$ cat src/rtl/mmr_scrub_register.sv
// K-modular-redundant register bank: bitwise majority vote, periodic scrub
// write-back, sticky per-replica error flags, saturating correction counter
// and a fault-injection port.
module mmr_scrub_register #(
    parameter int unsigned       WIDTH        = 16,
    parameter int unsigned       K_MMR        = 3,
    parameter logic [WIDTH-1:0]  RESET_VALUE  = '0,
    parameter int unsigned       SCRUB_PERIOD = 16,
    parameter int unsigned       CNT_WIDTH    = 8,
    parameter bit                MISMATCH_EN  = 1'b1,
    parameter bit                INJ_EN       = 1'b1
) (
    input  logic                       clk_i,
    input  logic                       rst_i,
    input  logic                       wr_valid_i,
    output logic                       wr_ready_o,
    input  logic [WIDTH-1:0]           wr_data_i,
    input  logic                       inj_valid_i,
    input  logic [$clog2(K_MMR)-1:0]   inj_rep_i,
    input  logic [WIDTH-1:0]           inj_mask_i,
    output logic [WIDTH-1:0]           q_o,
    output logic                       mismatch_o,
    output logic                       corrected_o,
    output logic [K_MMR-1:0]           err_rep_o,
    input  logic                       err_clr_i,
    output logic [CNT_WIDTH-1:0]       corr_cnt_o
);

    localparam int unsigned REP_W  = $clog2(K_MMR);
    localparam int unsigned TMR_W  = (SCRUB_PERIOD > 1) ? $clog2(SCRUB_PERIOD) : 1;
    localparam int unsigned VCNT_W = $clog2(K_MMR + 1);
    localparam int unsigned MAJ    = (K_MMR - 1) / 2;

    // Reject configurations the vote cannot handle
    if (K_MMR < 3 || (K_MMR % 2) == 0) begin : g_bad_k
        $error("mmr_scrub_register: K_MMR must be odd and >= 3");
    end
    if (SCRUB_PERIOD < 1) begin : g_bad_period
        $error("mmr_scrub_register: SCRUB_PERIOD must be >= 1");
    end

    typedef enum logic {
        S_IDLE    = 1'b0,
        S_CORRECT = 1'b1
    } state_t;

    state_t                 state_q, state_d;
    logic [TMR_W-1:0]       timer_q, timer_d;
    logic [WIDTH-1:0]       rep_q [K_MMR];
    logic [WIDTH-1:0]       rep_d [K_MMR];
    logic [K_MMR-1:0]       err_q, err_d;
    logic [CNT_WIDTH-1:0]   cnt_q, cnt_d;

    logic [WIDTH-1:0]       vote;
    logic [VCNT_W-1:0]      ones;
    logic [K_MMR-1:0]       diff;
    logic                   mism_raw;
    logic                   wr_fire;
    logic                   tick;

    // Bitwise majority across replicas
    always_comb begin
        vote = '0;
        ones = '0;
        for (int unsigned b = 0; b < WIDTH; b++) begin
            ones = '0;
            for (int unsigned k = 0; k < K_MMR; k++) begin
                ones = ones + VCNT_W'(rep_q[k][b]);
            end
            vote[b] = (ones > VCNT_W'(MAJ));
        end
    end

    // Per-replica disagreement with the vote
    always_comb begin
        diff = '0;
        for (int unsigned k = 0; k < K_MMR; k++) begin
            diff[k] = (rep_q[k] != vote);
        end
    end

    assign mism_raw    = |diff;
    assign q_o         = vote;
    assign mismatch_o  = MISMATCH_EN ? mism_raw : 1'b0;
    assign wr_ready_o  = (state_q == S_IDLE);
    assign corrected_o = (state_q == S_CORRECT);
    assign err_rep_o   = err_q;
    assign corr_cnt_o  = cnt_q;
    assign wr_fire     = wr_valid_i & wr_ready_o;
    assign tick        = (timer_q == TMR_W'(SCRUB_PERIOD - 1));

    // Next-state: scrub FSM, timer, replicas, error flags and counter
    always_comb begin
        state_d = state_q;
        timer_d = timer_q;
        rep_d   = rep_q;
        err_d   = err_q;
        cnt_d   = cnt_q;

        unique case (state_q)
            S_IDLE: begin
                if (tick) begin
                    timer_d = '0;
                    if (mism_raw && !wr_fire) begin
                        state_d = S_CORRECT;
                    end
                end else begin
                    timer_d = timer_q + TMR_W'(1);
                end
            end
            S_CORRECT: begin
                state_d = S_IDLE;
                timer_d = '0;
            end
            default: state_d = S_IDLE;
        endcase

        // Write beats scrub write-back beats injection; losers are dropped
        if (wr_fire) begin
            for (int unsigned k = 0; k < K_MMR; k++) rep_d[k] = wr_data_i;
        end else if (state_q == S_CORRECT) begin
            for (int unsigned k = 0; k < K_MMR; k++) rep_d[k] = vote;
        end else if (INJ_EN && inj_valid_i) begin
            // Out-of-range indices match no replica and are ignored
            for (int unsigned k = 0; k < K_MMR; k++) begin
                if (inj_rep_i == REP_W'(k)) rep_d[k] = rep_q[k] ^ inj_mask_i;
            end
        end

        // A correction in the clearing cycle survives the clear
        if (state_q == S_CORRECT) begin
            if (err_clr_i) begin
                err_d = diff;
                cnt_d = CNT_WIDTH'(1);
            end else begin
                err_d = err_q | diff;
                if (cnt_q != {CNT_WIDTH{1'b1}}) cnt_d = cnt_q + CNT_WIDTH'(1);
            end
        end else if (err_clr_i) begin
            err_d = '0;
            cnt_d = '0;
        end
    end

    // State and storage registers
    always_ff @(posedge clk_i or negedge rst_i) begin
        if (!rst_i) begin
            state_q <= S_IDLE;
            timer_q <= '0;
            err_q   <= '0;
            cnt_q   <= '0;
            for (int unsigned k = 0; k < K_MMR; k++) rep_q[k] <= RESET_VALUE;
        end else begin
            state_q <= state_d;
            timer_q <= timer_d;
            err_q   <= err_d;
            cnt_q   <= cnt_d;
            for (int unsigned k = 0; k < K_MMR; k++) rep_q[k] <= rep_d[k];
        end
    end

endmodule

$ cat config.mk
export PLATFORM = sky130hd
export DESIGN_NAME = mmr_scrub_register
export DESIGN_NICKNAME = d
export VERILOG_FILES = /design/src/rtl/mmr_scrub_register.sv
export SDC_FILE = /design/constraint.sdc
export NUM_CORES = 1
export LEC_CHECK = 0
export BUFFER_PORTS_ARGS = -buffer_cell sky130_fd_sc_hd__buf_2
export CAP_MARGIN = 15
export CORE_MARGIN = 2
export CORE_UTILIZATION = 50
export CTS_CLUSTER_DIAMETER = 200
export DETAILED_ROUTE_END_ITERATION = 10
export GPL_TIMING_DRIVEN = 1
export HOLD_SLACK_MARGIN = 0.15
export PLACE_DENSITY = 0.72
export SYNTH_ARGS = -nofsm -noshare
export SYNTH_HDL_FRONTEND = slang
export SYNTH_SLANG_ARGS = --single-unit
$ cat constraint.sdc
create_clock -name clk_i -period 3.2 [get_ports clk_i]
set_input_delay 0 -clock clk_i [delete_from_list [all_inputs] [get_ports clk_i]]
set_output_delay 0 -clock clk_i [all_outputs]
set_load 0.01 [all_outputs]
* Word-level counts from Yosys, hierarchy flattened
Cells that the tools add are included.
** Operators by class
- Muxes and demuxes :: 18
- Add/subtract/negate cells :: 34
- Eq/ne operators :: 7
- $lt $le $gt $ge :: 16
- Reductions and logical operators :: 14
- Bitwise gates (word level) :: 6
** Operators with widths (count)
- 48-bit two-way mux :: 3
- 16-bit two-way mux :: 3
- 16-bit inequality test :: 3
- 16-bit bitwise XOR :: 3
- 1-bit by 1-bit adder with 2-bit output :: 16
- 2-bit by 1-bit adder with 2-bit output :: 16
- 2-bit by 1-bit greater-than comparator with 1-bit output (second input constant) :: 16
- 8-bit two-way mux :: 4
- 3-bit nonzero test :: 4
- 3-bit two-way mux :: 3
- 8-bit by 1-bit adder with 8-bit output (second input constant) :: 1
- 8-bit inequality test (second input constant) :: 1
- 4-bit one-hot mux with 2 select lines :: 1
- 2-bit AND reduction :: 4
- 4-bit by 1-bit adder with 4-bit output (second input constant) :: 1
- 4-bit == test (second input constant) :: 1
- 4-bit two-way mux :: 1
- 2-bit nonzero test :: 2
- 3-bit bitwise OR :: 1
- 3-bit OR reduction :: 1
- 2-bit by 1-bit == test with 1-bit output (second input constant) :: 1
- 2-bit == test (second input constant) :: 1
- 2-bit logical NOT :: 1
- 1-bit two-way mux :: 2
- 5 further kinds :: 5
** Word-level totals
- Register bits :: 64

* Depth between registers and ports, before layout
Gate-level depths: netlist of the first run.
- Word-level depth :: 9
- Depth in mapped cells :: 8
- Gate-level depth less buffers :: 6

* Worst setup path after synthesis of the first run
OpenSTA, ideal clock, no wires.
- Path type :: register to register
- From :: register rep_q[5] (netlist bit)
- To :: register err_q[0] (netlist: err_rep_o[0])
- Arrival :: 1662 ps
- Cell stages (with the launch flop) :: 7
- Slack :: 1398 ps
- Setup time :: 140 ps
- Path buffers :: 0
- Clock period less this slack :: 1802 ps
- Cell sequence :: dfrtp_1 > ha_1 > a21o_1 > xnor2_1 > nand4_1 > nor4_2 > o22ai_1
** Between the ends
- Longest elaborated chain between the ends :: 6
** RTL lines
- from (decl) :: line 49 : logic [WIDTH-1:0] rep_q [K_MMR];
- 2-bit by 1-bit adder with 2-bit output * :: line 68 : ones = ones + VCNT_W'(rep_q[k][b]);
- 2-bit by 1-bit greater-than comparator with 1-bit output * :: line 70 : vote[b] = (ones > VCNT_W'(MAJ));
- named net q_o[5] :: line 21 : output logic [WIDTH-1:0] q_o,
- 16-bit inequality test * :: line 78 : diff[k] = (rep_q[k] != vote);
- 3-bit bitwise OR :: line 136 : err_d = err_q | diff;
- 3-bit two-way mux * :: line 132 : if (err_clr_i) begin
- 3-bit two-way mux * :: line 131 : if (state_q == S_CORRECT) begin
- to (signal assigned) :: line 156 : err_q <= err_d;
- to (decl) :: line 51 : logic [K_MMR-1:0] err_q, err_d;
Mark *: on every way through the listed nets, which the timed path passes. The rest lies on a longest branch.
A chain may end at the register's enable or synchronous reset.

* Worst setup path in the final report of the first run
- From :: register state_q (netlist: corrected_o)
- To :: register rep_q[29] (netlist bit)
** Between the ends
- Longest elaborated chain between the ends :: 4
** RTL lines
- from (decl) :: line 47 : state_t state_q, state_d;
- from (signal assigned) :: line 154 : state_q <= state_d;
- 1-bit inverter
- 1-bit AND :: line 89 : assign wr_fire = wr_valid_i & wr_ready_o;
- 3-bit nonzero test (no source line)
- 2-bit AND reduction (no source line)
Parallel ways exist; a longest one is shown, timed or not.

==> metrics.txt, run 1 <==
Starting Density 0.512; Vias/cell 5.80; diode count 0; IO buf count 68; detailed placement HPWL 8610 um; Final #Nets 683; Comb pwr share 0.420; fill count 682; Clock transition at path regs 0.09 ns; Via Count 4,267; Sw Ratio 0.394; dominant synthesized flop cell dfrtp_1; worst vdd ir 388 uV; Startpoint Class register; DRC Markers 0; Worst R2R Start corrected_o; Die ar. 9120 um2; pin count of the biggest net entering global routing 40; htree depth 3; Arrival @ worst endpoint 2.87 ns; First-pass DRT Iterations 7; initial antenna violation count 0; Final ANT Viol Nets 0; final hold vios 0; PwrDens 650 nW/um2; Post-CTS Hold Fix Bufs 50; Unique masters post-synth 48; Net Switching 1370 uW; clock sinks 64; f_max 388 MHz; leakage dissipation 0.00253 uW; Hold Path Class in2reg; register area share after synthesis 0.383; mapped cell area 4180 um2; I/O Pins 69; synth top area cells dfrtp_1 38%, o21ai_0 11%, nor2_1 8.3%, xnor2_1 7.7%, ha_1 5.4%; P&R area growth vs syn 28.2%; vias in the first global route 4,096; Seq pwr share 0.345; WL final 12,600 um; status completed; asr flop ratio synth 1.00; CTS tree done; Std-Cell Rows 33; Tmin final 2.58 ns; Pins Over Slew Limit 0; area of the multi-input gates 2440 um2; Mean Syn Cell Area 8.27 um2; FF/Latch Area 1600 um2; Routed wire per std cell 17.1 um; Longest Clk Path Bufs 2; RePlAce Congestion 0.877; remaining global-route overflow 0; top cells by count, synth 92 x nor2_1, 91 x o21ai_0, 64 x dfrtp_1, 53 x nand2_1, 37 x xnor2_1; post-CTS sizing 0; cts bufs inserted 9; Worst Max-Slew Pin Slew 0.968 ns; RSZ-0062 raised after global routing no; worst-path maximum fanout 18; Synth warnings 0; cell with the most instances after synthesis nor2_1; DRT iter0 DRCs 232; worst hold start wr_valid_i; clk_lat worst skew 0.36 ns; EDFF count, synth 0; All-Layer GR Usage 0.287; Root Buffer clkbuf_8; Critical path origin corrected_o; crit share post-route 0.806; # Post-CTS Setup Buffers 0; critical path capture point type register; global-route wire length before repair 19,900 um; post-synth top area cell dfrtp_1; final setup fails 0; Core ar. 8180 um2; syn_nets 563; setup TNS 0 ns; area share of the leading cell type in the synthesized netlist 0.383; Int Pwr 2110 uW; Die Wd 95.5 um; WP data required 3.49 ns; share of cells above drive strength 1 0.168; Die Height 95.5 um; hold_ws 0.162 ns; Layout Skew 0.0134 ns; #FFs+latches synth 64; max_slew headroom 0.355; Clock power frac 0.234; critical path class reg2reg; Final Util 0.656; Max Cap Viol 0; post-synthesis cell count 506
[flip-flops by register name (all words and copies together), names as in the netlist]
register	flops
corr_cnt_o	8
corrected_o	1
err_rep_o	3
rep_q	48
timer_q	4
[power groups by stage]
stage,clock network (uW),logic (uW),registers [uW]
3_5_place_dp,0,1340,1210
5_1_grt,867,1600,1230
2_1_floorplan,0,957,1160
6_report,817,1460,1200
4_1_cts,825,1450,1190
3_3_place_gp,0,1300,1200
[cell usage in the layout (no fill, tap or decap), types with 2 or more instances in the layout]
cell	count
nor2_1	92
o21ai_0	91
buf_2	68
dfrtp_1	64
nand2_1	53
dlygate4sd3_1	50
xnor2_1	37
ha_1	18
inv_1	16
a21o_1	15
a22o_1	15
nor3b_1	12
nand4_1	11
o21ai_1	9
clkbuf_8	9
buf_4	8
nor2b_1	7
a21oi_1	6
o22ai_1	5
nor3_1	3
or2b_2	3
nand3_1	3
nand2b_1	2
nor4_1	2
nor4_2	2
clkinvlp_4	2
bufinv_16	2
[kinds of logic (layout without fill, tap and decap cells)]
family | count (synthesis) | after routing | share of synthesized area
muxes | 1 | 1 | 0.00239
and+or+nand+nor | 199 | 199 | 0.222
buffers and inverters | 33 | 158 | 0.0335
DFF | 64 | 64 | 0.383
AOI/OAI and AO/OA | 153 | 153 | 0.226
adders and majority gates | 18 | 18 | 0.0538
xor gates and xnor gates | 38 | 38 | 0.0795
[critical path: stages, from the launching register on]
cell	delay, ns
dfrtp_1	0.43
or2_1	0.60
a31oi_4	0.64
o21ai_0	0.18
nand2_1	0.10
dlygate4sd3_1	0.55
[layout make-up]
cell class / count / area share
clock inverters: 7 / 0.0194
flip-flops and latches: 64 / 0.299
multi-input cells: 409 / 0.455
clock buffers: 9 / 0.0231
inverters: 16 / 0.0112
repair buffers: 126 / 0.168
well taps: 105 / 0.0245
[per-layer routing]
metal | vias to the layer above | track usage | part of all wire
li1 | 2015 | - | -
met2 | 186 | 0.464 | 0.47
met5 | - | 0 | 0
met4 | 0 | 0.127 | 0.030
met1 | 2031 | 0.373 | 0.43
met3 | 35 | 0.0585 | 0.076
[worst paths after layout]
path / to / slack, ns / depth (start not counted)
worst max-delay path: rep_q[29] / 0.62 / 5
max in group asynchronous: rep_q[46] / 2.05 / 3
min in group asynchronous: corr_cnt_o[3] / 0.19 / 2
worst min-delay path: corrected_o / 0.16 / 5
worst min register to register: timer_q[0] / 0.52 / 1
worst max register to register: rep_q[29] / 0.62 / 5
[through the flow]
stage | power [uW] | instances | setup slack, ns | instance area (um2)
6_report | 3490 | 736 | 0.622 | 5360
2_1_floorplan | 2110 | 506 | 1.40 | 4180
4_1_cts | 3460 | 736 | 0.695 | 5360
3_5_place_dp | 2550 | 670 | 1.10 | 4640
5_1_grt | 3700 | 736 | 0.522 | 5360
3_3_place_gp | 2500 | 670 | 1.14 | 4640
No activity file was read; power rests on OpenSTA's default activity.
==> run 2, diff against run 1 <==
==> constraint.sdc (replaced) <==
create_clock -name clk_i -period 2.43 [get_ports clk_i]
set_input_delay 0 -clock clk_i [delete_from_list [all_inputs] [get_ports clk_i]]
set_output_delay 0 -clock clk_i [all_outputs]
set_load 0.01 [all_outputs]
==> run 2 against run 1 <==
Against the previous run:
- sequential share of layout area decreased by 0.78 points
- critical endpoint is now mismatch_o
- final area up 3.0%
- combinational power grew 47%
- largest power group unchanged
- die area unchanged
- critical path depth rose by 2
- global-route usage rose by 0.83 points
- via count up 2.0%
- flip-flop and latch count unchanged
- clock-buffer cell count stayed put
- setup slack got worse by 0.60 ns
- non-clock buffer count increased by 12
==> metrics.txt, run 2 (same netlist as run 1, synthesis figures left out) <==
status completed; commonest non-fill, non-tap cell in the layout nor2_1; CTS tree done; All-Layer GR Usage 0.296; critical path class reg2out; hold endpoint corrected_o; DRT iter0 DRCs 250; htree depth 3; Arrival @ worst endpoint 2.41 ns; Clock transition at path regs 0.08 ns; global-route wire length before repair 20,400 um; fill count 672; PwrDens 852 nW/um2; Routed wire per std cell 17.8 um; hold path cells 5; critical path capture point type output pin; DRC Markers 0; Tmin final 2.41 ns; I/O Pins 69; max_slew headroom 0.522; remaining global-route overflow 0; P&R area growth vs syn 32.1%; Hold Path Class in2reg; Root Buffer clkbuf_8; cts bufs inserted 9; worst vdd ir 424 uV; leakage dissipation 0.00262 uW; clock sinks 64; Startpoint Class register; max reg flops 48; initial antenna violation count 0; Die ar. 9120 um2; Final #Nets 695; Longest Clk Path Bufs 2; f_max 416 MHz; Core ar. 8180 um2; vias in the first global route 4,186; Worst Max-Slew Pin Slew 0.717 ns; Vias/cell 5.82; WP data required 2.43 ns; Starting Density 0.512; WL final 13,300 um; worst flop-to-flop path endpoint rep_q[21]; Std-Cell Rows 33; Die Height 95.5 um; Pins Over Slew Limit 0; final hold vios 0; Final Util 0.676; Final ANT Viol Nets 0; Max Cap Viol 0; detailed placement HPWL 8750 um; Die Wd 95.5 um; most frequent cells in the layout 92 x nor2_1, 91 x o21ai_0, 68 x buf_2, 60 x dfrtp_1, 53 x nand2_1; cell total after placement 672; crit share post-route 0.990; clk_lat worst skew 0.35 ns; share of cells above drive strength 1 0.205; worst hold start wr_valid_i; final setup fails 0; RSZ-0062 raised after global routing yes; worst-path maximum fanout 4; Worst R2R Start rep_q[5]; Layout Cells excl Fill 748; RePlAce Congestion 0.876; diode count 0; Via Count 4,354; IO buf count 68; largest register by flop count rep_q; pin count of the biggest net entering global routing 33; Worst Reg-to-Reg Cells 7; Layout Skew 0.00959 ns; setup slack, reg-to-reg 0.14 ns; First-pass DRT Iterations 5
## run 2: final cells by class
type | instances | area, um2 | share of cell area
sequential | 64 | 1610 | 0.291
multi-input combinational | 409 | 2540 | 0.460
inverter | 16 | 60.1 | 0.0109
tap | 105 | 131 | 0.0238
timing repair buffer | 138 | 991 | 0.179
clock buffer | 9 | 124 | 0.0224
clock inverter | 7 | 71.3 | 0.0129
## run 2: stage by stage
stage	hold WS [ns]	worst slack, ns	total power (uW)	setup TNS [ns]	area [um2]
final	0.188	0.0236	4700	0	5530
after global placement	0.0857	0.368	3310	0	4650
after global routing	0.202	-0.0696	4970	-0.0871	5530
after CTS	0.166	0.0101	4470	0	5360
after floorplan	-0.296	0.628	2780	0	4180
after detailed placement	0.0716	0.356	3380	0	4650
## run 2: routing by layer
metal  up-vias  GRT usage  share of wire
met5         -          0              0
met2       203      0.498           0.49
li1       2036          -              -
met1      2088      0.380           0.42
met4         0      0.121          0.022
met3        27     0.0443          0.069
## run 2: repair_timing
| item | CTS | global route |
|---|---|---|
| hold buffers | 50 | 0 |
| hold endpoints to repair | 86 | 0 |
| pin swaps | 0 | 6 |
| endpoints found under the setup margin | 1 | 6 |
| buffers inserted | 0 | 10 |
| resized for setup | 1 | 16 |
## run 2: where the power goes
group | internal (uW) | total (uW) | switching, uW
Sequential | 1300 | 1610 | 307
Clock | 473 | 943 | 470
Combinational | 1020 | 2150 | 1140
## run 2: how the worst max path moves through the flow
stage	from	to	slack [ns]	cells after the start
2_1_floorplan	rep_q[5]	err_rep_o[0]	0.63	6
3_3_place_gp	rep_q[13]	err_rep_o[0]	0.37	6
3_5_place_dp	rep_q[14]	err_rep_o[0]	0.36	6
4_1_cts	rep_q[2]	mismatch_o	0.01	7
5_1_grt	rep_q[40]	mismatch_o	-0.07	7
6_report	rep_q[38]	mismatch_o	0.02	7
## run 2: critical path, cell delays in order (launching register included)
cell,delay [ns]
dfrtp_1,0.45
ha_1,0.32
a21o_1,0.25
xnor2_1,0.26
nand4_1,0.19
nor4_4,0.32
nand3_1,0.11
buf_2,0.15
==> run 3, diff against run 2 <==
--- a/config.mk
+++ b/config.mk
@@ -8,12 +8,12 @@
 export BUFFER_PORTS_ARGS = -buffer_cell sky130_fd_sc_hd__buf_2
 export CAP_MARGIN = 15
 export CORE_MARGIN = 2
-export CORE_UTILIZATION = 50
+export CORE_UTILIZATION = 57
 export CTS_CLUSTER_DIAMETER = 200
 export DETAILED_ROUTE_END_ITERATION = 10
 export GPL_TIMING_DRIVEN = 1
 export HOLD_SLACK_MARGIN = 0.15
-export PLACE_DENSITY = 0.72
+export PLACE_DENSITY = 0.79
 export SYNTH_ARGS = -nofsm -noshare
 export SYNTH_HDL_FRONTEND = slang
 export SYNTH_SLANG_ARGS = --single-unit
==> run 3 against run 2 <==
Against the previous run:
- flip-flop and latch count unchanged
- combinational power is essentially flat
- total power is 2.7% higher
- sequential share of layout area shrank 0.092 points
- worst hold slack worse by 0.00089 ns
- first-iteration DRC count rose by 23%
- cell count is 1.9% lower
- global-route usage is 3.1 points higher
- largest cell class unchanged
- largest power group unchanged
==> metrics.txt, run 3 (same netlist as run 1, synthesis figures left out) <==
share of cells above drive strength 1 0.202; critical path capture point type output pin; Layout Skew 0.00947 ns; remaining global-route overflow 0; P&R area growth vs syn 32.5%; Startpoint Class register; Via Count 4,358; PwrDens 871 nW/um2; final setup fails 0; max reg flops 48; critical path class reg2out; most frequent cells in the layout 92 x nor2_1, 91 x o21ai_0, 68 x buf_2, 60 x dfrtp_1, 53 x nand2_1; Critical path origin rep_q[7]; Tmin final 2.41 ns; max_slew headroom 0.477; DRC Markers 0; vias in the first global route 4,120; pin count of the biggest net entering global routing 35; Die ar. 8040 um2; Final Util 0.772; largest register by flop count rep_q; All-Layer GR Usage 0.327; detailed placement HPWL 8600 um; diode count 0; worst setup margin 0.0163 ns; Worst Max-Slew Pin Slew 0.784 ns; worst slack, placed 0.345 ns; Pins Over Slew Limit 0; RSZ-0062 raised after global routing yes; CTS tree done; worst hold start wr_valid_i; Final ANT Viol Nets 0; status completed; crit share post-route 0.993; RePlAce Congestion 0.932; htree depth 3; First-pass DRT Iterations 5; Vias/cell 5.94; worst vdd ir 526 uV; commonest non-fill, non-tap cell in the layout nor2_1; I/O Pins 69; Worst R2R Start corrected_o; Arrival @ worst endpoint 2.41 ns; Std-Cell Rows 31; Core ar. 7180 um2; Root Buffer clkbuf_8; clock sinks 64; WP data required 2.43 ns; Clock transition at path regs 0.08 ns; Pwr Total 4830 uW; Die Wd 89.7 um; worst-path maximum fanout 4; clk_lat worst skew 0.36 ns; cts bufs inserted 9; Die Height 89.7 um; DRT iter0 DRCs 307; Final #Nets 687; Routed wire per std cell 17.8 um; Max Cap Viol 0; Starting Density 0.583; Hold Path Class in2reg; initial antenna violation count 0; Longest Clk Path Bufs 2; WL final 13,100 um; f_max 414 MHz; global-route wire length before repair 19,900 um; IO buf count 68; final hold vios 0; leakage dissipation 0.00262 uW
## run 3: cell count changes in the layout (fill, tap and decap cells not counted), moves of 2 or more
cell and delta:
a21o_1 -2, a21o_4 +2, buf_4 -9, clkbuf_8 +2
clkinv_2 -2, clkinvlp_4 -2, xnor2_1 -4, xnor2_2 +4
## run 3: cell type report
type,count,area [um2]
Clock buffer,12,155
Clock inverter,4,76.3
Fill cell,496,1630
Inverter,16,60.1
Multi-Input combinational cell,409,2580
Sequential cell,64,1610
Tap cell,99,124
Timing Repair Buffer,130,943
## run 3: worst paths after layout
kind,endpoint,slack (ns),depth (start not counted)
min,corrected_o,0.19,5
min reg2reg,timer_q[0],0.51,1
max,mismatch_o,0.02,7
min in group asynchronous,rep_q[27],0.26,2
max reg2reg,rep_q[38],0.11,6
max in group asynchronous,rep_q[14],1.52,3
## run 3: through the flow
step / hold slack [ns] / cells / setup TNS, ns / area, um2
2_1_floorplan: -0.296 / 506 / 0 / 4180
3_3_place_gp: 0.105 / 666 / 0 / 4660
3_5_place_dp: 0.113 / 666 / 0 / 4660
4_1_cts: 0.163 / 732 / 0 / 5400
5_1_grt: 0.212 / 734 / -0.0901 / 5540
6_report: 0.187 / 734 / 0 / 5540
## run 3: power by group
part | switching [uW] | internal, uW
logic | 1120 | 1020
registers | 314 | 1300
clock network | 446 | 636
total | 1880 | 2950
## run 3: worst max-delay path, stage by stage, from the launching register on
cell and delay, ns:
dfrtp_1 0.43, ha_1 0.33, a21o_1 0.25, xnor2_1 0.22
nand4_1 0.17, nor4_4 0.38, nand3_1 0.12, buf_2 0.16
## run 3: timing repair
item	CTS	global route
setup endpoints to repair	1	2
gates cloned	0	0
hold endpoints to repair	89	0
buffers inserted	0	2
gates resized for setup	1	20
pin swaps	0	8
hold buffers	50	0
## run 3: routing by layer
metal | global-route usage | vias up | wire [um]
met4 | 0.117 | 0 | 413
met5 | 0 | - | 0
li1 | - | 2033 | -
met1 | 0.428 | 2039 | 5320
met2 | 0.545 | 237 | 6280
met3 | 0.0585 | 49 | 1040
